--- src/rtl/game_timer.sv ---
// Game clock: prescaler producing sub-second and one-second strobes, plus a
// loadable up/down seconds counter that flags and pulses on reaching its limit.
module game_timer #(
  parameter int CLK_HZ = 100000000,
  parameter int SUBDIV = 2,
  parameter int SEC_W  = 8
) (
  input  logic             clk,
  input  logic             rst,
  input  logic             run,
  input  logic             pause,
  input  logic             load,
  input  logic [SEC_W-1:0] load_sec,
  input  logic             down,
  output logic             sub_tick,
  output logic             sec_tick,
  output logic [SEC_W-1:0] seconds,
  output logic             expired,
  output logic             expire_pulse
);
  localparam int STEP  = CLK_HZ / SUBDIV;
  localparam int PRE_W = (CLK_HZ > 1) ? $clog2(CLK_HZ) : 1;
  localparam int SUB_W = (STEP > 1) ? $clog2(STEP) : 1;
  localparam logic [PRE_W-1:0] PRE_LAST = PRE_W'(CLK_HZ - 1);
  localparam logic [SUB_W-1:0] SUB_LAST = SUB_W'(STEP - 1);

  logic [PRE_W-1:0] pre_q, pre_d;
  // Phase within the current sub-tick; always equals pre mod STEP, which
  // avoids a divider on the prescaler.
  logic [SUB_W-1:0] sub_q, sub_d;
  logic [SEC_W-1:0] seconds_q, seconds_d, sec_next, sec_limit;
  logic             expired_q, expired_d;
  logic             sub_tick_q, sub_tick_d;
  logic             sec_tick_q, sec_tick_d;
  logic             expire_pulse_q, expire_pulse_d;

  always_comb begin
    pre_d          = pre_q;
    sub_d          = sub_q;
    seconds_d      = seconds_q;
    expired_d      = expired_q;
    sub_tick_d     = 1'b0;
    sec_tick_d     = 1'b0;
    expire_pulse_d = 1'b0;
    sec_next       = down ? (seconds_q - 1'b1) : (seconds_q + 1'b1);
    sec_limit      = down ? '0 : '1;

    if (load) begin
      seconds_d = load_sec;
      pre_d     = '0;
      sub_d     = '0;
      expired_d = 1'b0;
    end else if (!run) begin
      pre_d = '0;
      sub_d = '0;
    end else if (!pause && !expired_q) begin
      pre_d      = (pre_q == PRE_LAST) ? '0 : pre_q + 1'b1;
      sub_d      = (sub_q == SUB_LAST) ? '0 : sub_q + 1'b1;
      sub_tick_d = (sub_q == SUB_LAST);
      if (pre_q == PRE_LAST) begin
        sec_tick_d = 1'b1;
        seconds_d  = sec_next;
        // Only a count that arrives at the limit expires; a loaded limit
        // value simply wraps on its first second.
        if (sec_next == sec_limit) begin
          expired_d      = 1'b1;
          expire_pulse_d = 1'b1;
        end
      end
    end
  end

  always_ff @(posedge clk or posedge rst) begin
    if (rst) begin
      pre_q          <= '0;
      sub_q          <= '0;
      seconds_q      <= '0;
      expired_q      <= 1'b0;
      sub_tick_q     <= 1'b0;
      sec_tick_q     <= 1'b0;
      expire_pulse_q <= 1'b0;
    end else begin
      pre_q          <= pre_d;
      sub_q          <= sub_d;
      seconds_q      <= seconds_d;
      expired_q      <= expired_d;
      sub_tick_q     <= sub_tick_d;
      sec_tick_q     <= sec_tick_d;
      expire_pulse_q <= expire_pulse_d;
    end
  end

  assign sub_tick     = sub_tick_q;
  assign sec_tick     = sec_tick_q;
  assign seconds      = seconds_q;
  assign expired      = expired_q;
  assign expire_pulse = expire_pulse_q;
endmodule

--- config.mk ---
export PLATFORM = sky130hd
export DESIGN_NAME = game_timer
export DESIGN_NICKNAME = d
export VERILOG_FILES = /design/src/rtl/game_timer.sv
export SDC_FILE = /design/constraint.sdc
export NUM_CORES = 1
export LEC_CHECK = 0
export BUFFER_PORTS_ARGS = -buffer_cell sky130_fd_sc_hd__buf_2
export CAP_MARGIN = 20
export CELL_PAD_IN_SITES_DETAIL_PLACEMENT = 0
export CELL_PAD_IN_SITES_GLOBAL_PLACEMENT = 1
export CORE_UTILIZATION = 30
export CTS_BUF_LIST = sky130_fd_sc_hd__clkbuf_8
export DETAILED_ROUTE_END_ITERATION = 10
export GPL_ROUTABILITY_DRIVEN = 0
export PLACE_DENSITY_LB_ADDON = 0.15
export SKIP_LAST_GASP = 1
export SYNTH_ARGS = -nofsm -noshare
export SYNTH_HDL_FRONTEND = slang
export SYNTH_SLANG_ARGS = --single-unit
export TNS_END_PERCENT = 100
--- constraint.sdc ---
create_clock -name clk -period 6.5 [get_ports clk]
set_input_delay 0.325 -clock clk [delete_from_list [all_inputs] [get_ports clk]]
set_output_delay 0.325 -clock clk [all_outputs]
set_load 0.02 [all_outputs]
# Word level (Yosys, flattened, before mapping)
# Cells that the tools add are included.
classes:
  addsub: 4
  eq_ne: 4
  n_mux: 31
  n_reduce_logical: 9
ops:
  columns: ["operator", "n"]
  rows:
  - ["$mux 27", 4]
  - ["$mux 26", 4]
  - ["$mux 8", 6]
  - ["$add 27x1->27 const B", 1]
  - ["$eq 27x27->1 const B", 1]
  - ["$add 26x1->26 const B", 1]
  - ["$eq 26x26->1 const B", 1]
  - ["$mux 1", 17]
  - ["$add 8x1->8 const B", 1]
  - ["$eq 8x8->1", 1]
  - ["$reduce_bool 2->1", 4]
  - ["$sub 8x1->8 const B", 1]
  - ["$reduce_and 4->1", 1]
  - ["$ne 3x1->1 const B", 1]
  - ["$reduce_and 3->1", 1]
  - ["$logic_not 1->1", 2]
  - ["$logic_and 1x1->1", 1]
word_totals:
  ff_bits: 65
  in_bits: 14
  output_inout_bits: 12
  elab_cells: 55

# Longest topological paths before layout
# Gate-level depths: netlist of the first run.
depth:
  ltp_word: 8
  depth_mapped: 8
  ltp_nobuf: 7

# Least setup slack after synthesis of the first run
# Ideal clock, no wire load.
synth_path:
  path_type: "register -> register"
  start: "register seconds_q[0], in the netlist seconds[0]"
  end: "register expired_q, in the netlist expired"
  setup_ns: 0.082
  t_arrival_ns: 2.074
  required_time_ns: 6.418
  path_slack_ns: 4.344
  path_stages_with_launch: 8
  n_path_buf: 0
  synth_period_minus_slack_ns: 2.156
  path_cell_list: "dfrtp_1 fa_1 a211oi_1 o21bai_1 a21oi_1 xor2_1 a41oi_1 a31oi_1"
synth_via:
  elab_chain_cells: 5
  word_cells_on_any_way: 6
  classes_between: "add/sub (2); eq/ne (1); mux (1); reduce/logical (2)"
synth_lines:
  columns: ["item", "line_no", "rtl"]
  rows:
  - ["start, declared", "31", "logic [SEC_W-1:0] seconds_q, seconds_d, sec_next, sec_limit;"]
  - ["start signal, assigned", "85", "seconds_q <= seconds_d;"]
  - ["$add 8x1->8 / $sub 8x1->8 (equally long branches)", "45", "sec_next = down ? (seconds_q - 1'b1) : (seconds_q + 1'b1);"]
  - ["$mux 8 *", "45", null]
  - ["$eq 8x8->1 *", "65", "if (sec_next == sec_limit) begin"]
  - ["$reduce_bool 2->1 (no source line) *", null, null]
  - ["$reduce_and 4->1 (no source line) *", null, null]
  - ["end signal, assigned", "86", "expired_q <= expired_d;"]
  - ["end, declared", "32", "logic expired_q, expired_d;"]
# Every way passes the cells marked *; elsewhere a longest branch is shown, timed or not.
# A chain may end at the register's enable or synchronous reset.

# Final worst setup path of the first run
layout_path:
  start: "register pre_q[8]"
  end: "register seconds_q[4], in the netlist seconds[4]"
layout_via:
  elab_chain_cells: 3
layout_lines:
  columns: ["item", "line_no", "rtl"]
  rows:
  - ["start, declared", "27", "logic [PRE_W-1:0] pre_q, pre_d;"]
  - ["start signal, assigned", "83", "pre_q <= pre_d;"]
  - ["$eq 27x27->1", "60", "if (pre_q == PRE_LAST) begin"]
  - ["$reduce_bool 2->1 (no source line)", null, null]
  - ["$reduce_and 3->1 (no source line)", null, null]
# Every way passes these cells.

==> results by group, run 1 <==
Run status
  • Status: complete, no violations

Synth
  • Post-synthesis compound-gate area fraction: 0.108
  • Area share of the largest cell type after synthesis: 0.428
  • Largest family of logic cells by synthesized area: simple AND/OR/NAND/NOR gates
  • Syn nets: ~440
  • Synth Flop Type: dfrtp_1
  • Synth Area in XOR/XNOR: 0.101
  • Cells after synthesis: 415
  • Most common cell in the netlist: dfrtp_1
  • Post-synth EDFFs: 0
  • Synth Cell Area: 3800 um2
  • Simple-gate share of the synthesized area: 0.312
  • Multiplexer share of the synthesized area: 0.00264
  • Avg Inst Size Synth: about 9 um2
  • Number of synthesized register bits: 65
  • Asr flop ratio synth: 1.00
  • Yosys warns: 0
  • Adder-Cell Fraction of Synth Area: 0.0316
  • Register area share after synthesis: 0.428
  • Leading cell types by count after synthesis: dfrtp_1, nor2_1, nand2_1, nand3_1, xor2_1
  • Post-synth top area cell: dfrtp_1
  • Main area contributors after synthesis: dfrtp_1, xor2_1, nor2_1, nand3_1, nand2_1
  • Cell variety after synth: 56

Global routing
  • Global-route wire length before repair: between 15 and 20 mm
  • Grt met3 use: 0.0307
  • Initial antenna violation count: 0
  • Vias in the first global route: 3,166
  • Grt ovf: 0
  • Met1 usage: 0.219
  • Most used routing layer in global routing: met2
  • GRT Resource Usage Total: 0.163
  • Largest net degree at the start of global routing: 66
  • M2 GR Usage: 0.258

Clocking
  • H-Tree Depth: 3
  • CTS Buf Count: 9
  • Setup Buffers After CTS: 0
  • Root buf cell: clkbuf_8
  • Max clock buf depth: 2
  • Sink Count: 65
  • TritonCTS clock tree: built
  • Worst-path clk slew: about 70 ps
  • Latest clock arrival within the worst-skew pair: 370 ps
  • Hold_buf cts: 0
  • Post-CTS resize count: 0

Critical path
  • R2r setup slk: 4200 ps
  • Critical path startpoint category: register
  • Max FO, Critical Path: 8
  • Critical Path Sink Type: register
  • Data required, critical path: between 6000 and 7000 ps
  • WP data arrival: around 2600 ps
  • Worst R2R Start: pre_q[8]
  • FF-to-FF path depth: 4
  • Crit path launch: pre_q[8]
  • Crit Path Class: reg2reg
  • R2r endpoint: seconds[4]

Timing
  • Fin. Hold Viols: 0
  • Clock skew after layout: 11.3 ps
  • Max frequency: around 430 MHz
  • Post-layout minimum cycle time: 2300 ps
  • Max Slew Vio Count: 0
  • RSZ-0062 raised after global routing: no
  • Relative slew margins: 0.310
  • Setup-failing EPs final: 0
  • Crit share post-route: 0.354
  • Post-route setup TNS: 0 ps
  • Worst-margin pin slew: approximately 1000 ps
  • Final WS setup: 4200 ps

Floorplanning
  • Vert. Die Dim: 115 um
  • Initial Utilization: 0.312
  • I/O pins: 26
  • Core area: 12,200 um2
  • Die area: between 10,000 and 15,000 um2
  • Die Width: 115 um
  • Num rows: 40

Pwr
  • Static leakage: 1.75 nW
  • Worst vdd ir: about 0.07 mV
  • PwrDens: 211 nW/um2

Placement
  • PortBufs: 25
  • Post-place setup slack: ~4200 ps
  • DP HPWL: 6.68 mm

Hold path
  • Hold worst-path end: seconds[7]
  • Hold Crit Class: in2reg
  • Worst hold path depth: 3
  • Hold_sp: load_sec[7]

Cells and area
  • Filler Cells Inserted: ~1,300
  • Layout cell share with drive strength beyond 1: 0.126
  • # diodes: 0
  • Area Growth Syn to Fin: 13.8%
  • Nets@finish: 470

Routing
  • DRT antenna net count: 0
  • 1st-iter DRT viols: about 160
  • Avg WL per Cell: 15.5 um
  • Vias per cell: 5.12
  • DRT Wirelength: 9.63 mm
  • First-pass DRT Iterations: 4
  • # DRC: 0
  • Via Count: 3,175

Run
  • Max-cap violations: 0
[worst max path at each step]
stage | to | slack [ps]
floorplan | expired | 4340
global placement | expire_pulse | 4160
detailed placement | expired | 4190
CTS | expired | 4210
global route | sub_q[15] | 4000
finish | seconds[4] | 4200
[sequential cells by signal, summed over array words and instances, names as in the netlist]
name,flops
seconds,8
sec_tick,1
sub_tick,1
expire_pulse,1
sub_q,26
expired,1
pre_q,27
[report_power, final]
part / internal [mW] / total [mW] / switching, mW
Sequential: 0.413 / 0.423 / 0.0100
Clock: 0.176 / 0.351 / 0.175
Combinational: 0.0447 / 0.137 / 0.0924
Total: 0.633 / 0.911 / 0.278
[cells in the final DEF, fill, tap and decap left out, types with 5 or more instances in the layout]
cell       n
nand2_1   40
nand4_1   16
xor2_1    30
buf_2     25
a21oi_1   11
o21ai_0   11
ha_1       8
nor3_1    15
clkbuf_8   9
and4_1     5
and3_1    10
xnor2_1   14
nor2_1    58
inv_1      7
nor4_1     6
nand3_1   35
dfrtp_1   65
[area by class of cell]
class                   count  area [um2]  share of cell area
inverters                   8        30.0             0.00695
repair buffers             28         148              0.0342
flip-flops and latches     65        1630               0.376
well taps                 168         210              0.0487
clock inverters             7        71.3              0.0165
multi-input cells         335        2110               0.489
clock buffers               9         124              0.0287
[worst max-delay path: stages (launching register included)]
cell and delay [ps]:
dfrtp_1 450, or4b_4 580, nor4_4 380, a41oi_2 350, a221o_1 420
[stage by stage]
stage                     hold slack (ps)  power (mW)  cells  utilization  cell area [um2]
final                                 173       0.911    620        0.355             4320
after floorplan                       435       0.525    415            -             3800
after global routing                  168       0.965    620        0.355             4320
after detailed placement              477       0.569    604        0.339             4130
after CTS                             155       0.924    620        0.355             4320
after global placement                468       0.569    604        0.339             4130
[cells by family (layout without fill, tap and decap cells)]
group,Yosys count,count (layout)
and+or+nand+nor,223,223
muxes,1,1
adders and majority gates,9,9
DFF,65,65
xor gates and xnor gates,44,44
buffers and inverters,15,52
AOI/OAI and AO/OA,58,58
[per-layer routing]
metal  vias up  routed length (um)
met5         -                   0
met4         0                 174
met3        14                 243
met2        43                4400
met1      1550                4810
li1       1568                   -
No activity file was read; power rests on OpenSTA's default activity.
==> inputs of run 2 (changes only) <==
==> constraint.sdc (replaced) <==
create_clock -name clk -period 2.4 [get_ports clk]
set_input_delay 0.12 -clock clk [delete_from_list [all_inputs] [get_ports clk]]
set_output_delay 0.12 -clock clk [all_outputs]
set_load 0.02 [all_outputs]
==> run 2 against run 1 <==
Net effect: worst setup slack lost 4000 ps; die area is the same; global-route usage grew 0.42 points; critical path type unchanged.
==> results by group, run 2 (synthesized netlist as in run 1, its figures left out) <==
Placement
  • Area of placed instances: between 4000 and 5000 um2
  • DP HPWL: 6.96 mm
  • PortBufs: 25
  • Placed cell count: 623

Clocking
  • H-Tree Depth: 3
  • Latest clock arrival within the worst-skew pair: 370 ps
  • Setup Buffers After CTS: 0
  • TritonCTS clock tree: built
  • Sink Count: between 60 and 70
  • CTS Buf Count: 9
  • Root buf cell: clkbuf_8
  • Max clock buf depth: 2
  • Worst-path clk slew: 70 ps

Hold path
  • Hold Crit Class: in2reg
  • Hold_sp: load

Pwr
  • Total Power: 2.50 mW
  • Switch share: 0.292
  • Clock network fraction of total power: 0.377
  • Static leakage: 1.91 nW
  • Sequential share of power: 0.456
  • Net Sw Power: 0.731 mW
  • Comb pwr share: 0.167
  • Worst vdd ir: 0.304 mV
  • Internal: 1.77 mW
  • PwrDens: 547 nW/um2

Routing
  • DRT antenna net count: 0
  • Vias per cell: 5.00
  • Avg WL per Cell: 15.1 um
  • Via Count: roughly 3,200
  • # DRC: 0
  • First-pass DRT Iterations: 4
  • DRT Wirelength: 9.81 mm
  • 1st-iter DRT viols: 163

Global routing
  • Initial antenna violation count: 0
  • GRT Resource Usage Total: 0.167
  • Vias in the first global route: between 3,000 and 4,000
  • Largest net degree at the start of global routing: 37
  • Grt ovf: 0
  • Global-route wire length before repair: roughly 17 mm

Timing
  • Post-route setup TNS: 0 ps
  • Crit share post-route: 0.936
  • Clock skew after layout: 9.27 ps
  • Fin. Hold Viols: 0
  • Worst-margin pin slew: 713 ps
  • Max frequency: 445 MHz
  • RSZ-0062 raised after global routing: no
  • Setup-failing EPs final: 0
  • Relative slew margins: 0.524
  • Max Slew Vio Count: 0
  • Post-layout minimum cycle time: 2250 ps

Critical path
  • Worst R2R Start: pre_q[12]
  • Data required, critical path: 2650 ps
  • Critical Path Sink Type: register
  • Max FO, Critical Path: 8
  • WP data arrival: 2490 ps
  • Crit path launch: pre_q[12]
  • Critical path startpoint category: register
  • Crit Path Class: reg2reg

Floorplanning
  • Die Width: 115 um
  • Die area: 13,100 um2
  • Initial Utilization: 0.312
  • Num rows: 40
  • Vert. Die Dim: 115 um
  • Core area: 12,200 um2
  • I/O pins: 26

Cells and area
  • Post-route insts no fill: 648
  • Top reg by flops: pre_q
  • Area Growth Syn to Fin: 20.5%
  • # diodes: 0
  • Fin area: 4580 um2
  • Max FFs per register: 27
  • Layout cell share with drive strength beyond 1: 0.154
  • Most frequent cells in the layout: dfrtp_1, nor2_1, nand2_1
  • Commonest non-fill, non-tap cell in the layout: dfrtp_1
  • Nets@finish: 498

Run
  • Max-cap violations: 0

Run status
  • Status: complete, no violations
-- run 2: through the flow --
step	setup slack, ps	hold slack (ps)	util
finish	154	125	0.376
global placement	207	280	0.353
global route	17.7	135	0.376
floorplan	244	230	-
detailed placement	171	290	0.353
CTS	133	108	0.376
-- run 2: per-layer routing --
metal / share of wire / track usage / vias up / wire, um
met4: 0.018 / 0.0753 / 0 / 174
li1: - / - / 1628 / -
met2: 0.45 / 0.254 / 38 / 4380
met3: 0.023 / 0.0365 / 13 / 230
met1: 0.51 / 0.228 / 1561 / 5030
met5: 0 / 0 / - / 0
-- run 2: final cells by class --
cell class / count / area [um2]
Fill cell: 1289 / 7590
Sequential cell: 65 / 1630
Timing Repair Buffer: 56 / 405
Clock inverter: 6 / 51.3
Inverter: 8 / 30.0
Multi-Input combinational cell: 335 / 2110
Clock buffer: 10 / 138
Tap cell: 168 / 210
-- run 2: worst paths after layout --
| kind | endpoint | slack [ps] | cells after the start |
|---|---|---|---|
| min reg2reg | sub_q[23] | 470 | 1 |
| min in group asynchronous | sub_q[1] | 420 | 3 |
| max | seconds[4] | 150 | 4 |
| max in group asynchronous | pre_q[15] | 1330 | 4 |
| min | seconds[7] | 130 | 3 |
| max reg2reg | seconds[4] | 150 | 4 |
-- run 2: power groups by stage --
stage          Combinational, mW  Sequential, mW  Clock (mW)
6_report                   0.418            1.14       0.943
5_1_grt                    0.468            1.14        1.03
4_1_cts                    0.422            1.14       0.977
3_5_place_dp               0.410            1.16           0
3_3_place_gp               0.411            1.16           0
2_1_floorplan              0.239            1.18           0
-- run 2: what timing repair did --
item	4_1_cts	5_1_grt
resized for setup	0	1
hold buffers	9	0
hold endpoints to repair	37	0
setup endpoints to repair	0	1
-- run 2: critical path, cell delays in order, from the launching register on --
cell,delay (ps)
dfrtp_1,420
or4b_4,540
nor4_4,410
a41oi_2,340
a221o_1,410
==> inputs of run 3 (changes only) <==
--- a/config.mk
+++ b/config.mk
@@ -5,6 +5,7 @@
 export SDC_FILE = /design/constraint.sdc
 export NUM_CORES = 1
 export LEC_CHECK = 0
+export ABC_AREA = 1
 export BUFFER_PORTS_ARGS = -buffer_cell sky130_fd_sc_hd__buf_2
 export CAP_MARGIN = 20
 export CELL_PAD_IN_SITES_DETAIL_PLACEMENT = 0
==> run 3 against run 2 <==
Net effect: critical path depth rose by 6; total power rose by 6.5%; design area rose by 13%; count of clock-buffer cells in the layout fell by 1; worst setup slack improved by 290 ps; clock skew up 6.5 ps; combinational power decreased by 4.8%; critical endpoint is now pre_q[15]; cell count rose by 37%.
==> results by group, run 3 <==
Critical path
  • Crit Path Class: reg2reg
  • Critical Path Sink Type: register
  • Critical path startpoint category: register
  • Data required, critical path: roughly 2700 ps
  • Max FO, Critical Path: 17
  • WP data arrival: 2220 ps

Floorplanning
  • Core area: 14,600 um2
  • Initial Utilization: 0.310
  • I/O pins: 26
  • Vert. Die Dim: 125 um
  • Num rows: 44
  • Die Width: 125 um
  • Die area: roughly 16,000 um2

Synth
  • Post-synth top area cell: dfrtp_1
  • Synth Cell Area: 4540 um2
  • Asr flop ratio synth: 1.00
  • Number of synthesized register bits: 65
  • Register area share after synthesis: 0.358
  • Most common cell in the netlist: nand2_1
  • Synth Flop Type: dfrtp_1
  • Main area contributors after synthesis: dfrtp_1, nand2_1, nand3_1, nor2_1, inv_1
  • Leading cell types by count after synthesis: nand2_1, nor2_1, inv_1, nand3_1, dfrtp_1
  • Avg Inst Size Synth: 6.91 um2
  • Cells after synthesis: 657
  • Area share of the largest cell type after synthesis: 0.358
  • Post-synth EDFFs: 0
  • Syn nets: 680
  • Yosys warns: 0
  • Cell variety after synth: 42

Routing
  • 1st-iter DRT viols: 186
  • DRT Wirelength: 13.3 mm
  • Via Count: around 4,300
  • # DRC: 0
  • First-pass DRT Iterations: 4
  • Avg WL per Cell: 15.0 um
  • DRT antenna net count: 0
  • Vias per cell: 4.90

Pwr
  • Worst vdd ir: 0.270 mV
  • Internal: 1.84 mW
  • Clock network fraction of total power: 0.424
  • Total Power: between 2 and 3 mW
  • Static leakage: 2.29 nW
  • Switch share: 0.308
  • Net Sw Power: 0.821 mW
  • PwrDens: slightly above 500 nW/um2
  • Sequential share of power: 0.427
  • Comb pwr share: 0.150

Clocking
  • Max clock buf depth: 2
  • Hold_buf cts: 9
  • Sink Count: 65
  • Latest clock arrival within the worst-skew pair: 380 ps
  • Setup Buffers After CTS: 0
  • TritonCTS clock tree: built
  • Worst-path clk slew: 80 ps
  • CTS Buf Count: 9
  • Root buf cell: clkbuf_8
  • H-Tree Depth: 3
  • Post-CTS resize count: 0

Timing
  • Setup-failing EPs final: 0
  • Relative slew margins: 0.660
  • Max frequency: between 500 and 600 MHz
  • Crit share post-route: 0.814
  • RSZ-0062 raised after global routing: no
  • Fin. Hold Viols: 0
  • Post-route setup TNS: 0 ps
  • Post-layout minimum cycle time: 1950 ps
  • Worst-margin pin slew: 508 ps
  • Clock skew after layout: 15.7 ps
  • Max Slew Vio Count: 0

Hold path
  • Hold Crit Class: in2reg

Cells and area
  • # diodes: 0
  • Area Growth Syn to Fin: 14.2%
  • Top reg by flops: pre_q
  • Most frequent cells in the layout: nand2_1, nor2_1, inv_1
  • Commonest non-fill, non-tap cell in the layout: nand2_1
  • Max FFs per register: 27
  • Area of the multi-input gates: 2520 um2
  • Nets@finish: 720
  • Filler Cells Inserted: 1,625
  • Storage cell area: 1630 um2
  • Layout cell share with drive strength beyond 1: 0.130

Run status
  • Status: complete, no violations

Global routing
  • Global-route wire length before repair: 22.2 mm
  • Grt ovf: 0
  • Initial antenna violation count: 0
  • Largest net degree at the start of global routing: 66
  • GRT Resource Usage Total: 0.181
  • Vias in the first global route: between 4,000 and 5,000

Run
  • Max-cap violations: 0

Placement
  • PortBufs: 25
  • DP HPWL: roughly 10 mm
## run 3: cell types whose count changed after synthesis, moves of 16 or more
cell | before | now
inv_1 | 8 | 78
nand2_1 | 40 | 178
nand3_1 | 35 | 67
nor2_1 | 58 | 83
nor3_1 | 15 | 34
xor2_1 | 30 | 14
## run 3: final cells by class
cell class,count,area share
Clock inverter,7,0.0198
Timing Repair Buffer,38,0.0497
Multi-Input combinational cell,498,0.486
Clock buffer,9,0.0239
Inverter,85,0.0624
Tap cell,184,0.0444
Sequential cell,65,0.313
## run 3: final timing paths
kind	slack [ps]	startpoint	end	cells after the start
min reg2reg	530	sub_q[0]	sub_q[0]	1
min in group asynchronous	340	rst	sub_q[12]	4
max in group asynchronous	1720	rst	pre_q[14]	4
max	450	pre_q[1]	pre_q[15]	10
max reg2reg	450	pre_q[1]	pre_q[15]	10
min	110	pause	sub_q[25]	4
## run 3: power by group through the flow
stage          clock network [mW]  logic (mW)  registers [mW]
2_1_floorplan                   0       0.267            1.17
3_3_place_gp                    0       0.392            1.16
3_5_place_dp                    0       0.392            1.16
4_1_cts                      1.17       0.405            1.14
5_1_grt                      1.22       0.458            1.14
6_report                     1.13       0.398            1.14
## run 3: routing by layer
metal  track usage  wire [um]  part of all wire  vias to the layer above
li1              -          -                 -                     2216
met1         0.231       6390              0.48                     2031
met2         0.305       6320              0.47                       67
met3        0.0244        274             0.021                       25
met4        0.0768        336             0.025                        0
met5             0          0                 0                        -
## run 3: through the flow
step / util / instances / setup slack [ps] / hold slack (ps) / cell area, um2
after floorplan: - / 657 / 593 / 253 / 4540
after global placement: 0.333 / 861 / 442 / 225 / 4870
after detailed placement: 0.333 / 861 / 396 / 241 / 4870
after CTS: 0.354 / 886 / 382 / 91.9 / 5190
after global routing: 0.354 / 886 / 226 / 139 / 5190
final: 0.354 / 886 / 447 / 111 / 5190
## run 3: kinds of logic after synthesis
| group | after synthesis | share of synthesized area |
|---|---|---|
| AO/OA/AOI/OAI | 45 | 0.0570 |
| XOR/XNOR | 18 | 0.0347 |
| AND/OR/NAND/NOR | 426 | 0.438 |
| flip-flops | 65 | 0.358 |
| buffers and inverters | 94 | 0.0862 |
| adder cells (fa/ha/maj) | 9 | 0.0264 |
## run 3: critical path, stage by stage (launching register included)
cell and delay, ps:
dfrtp_1 420, ha_1 250, nand2_2 120, nor2_4 140, nand2_4 100, clkinv_4 80
nand4_2 130, nand2_2 330, inv_1 130, nand2_1 80, nor2_1 50
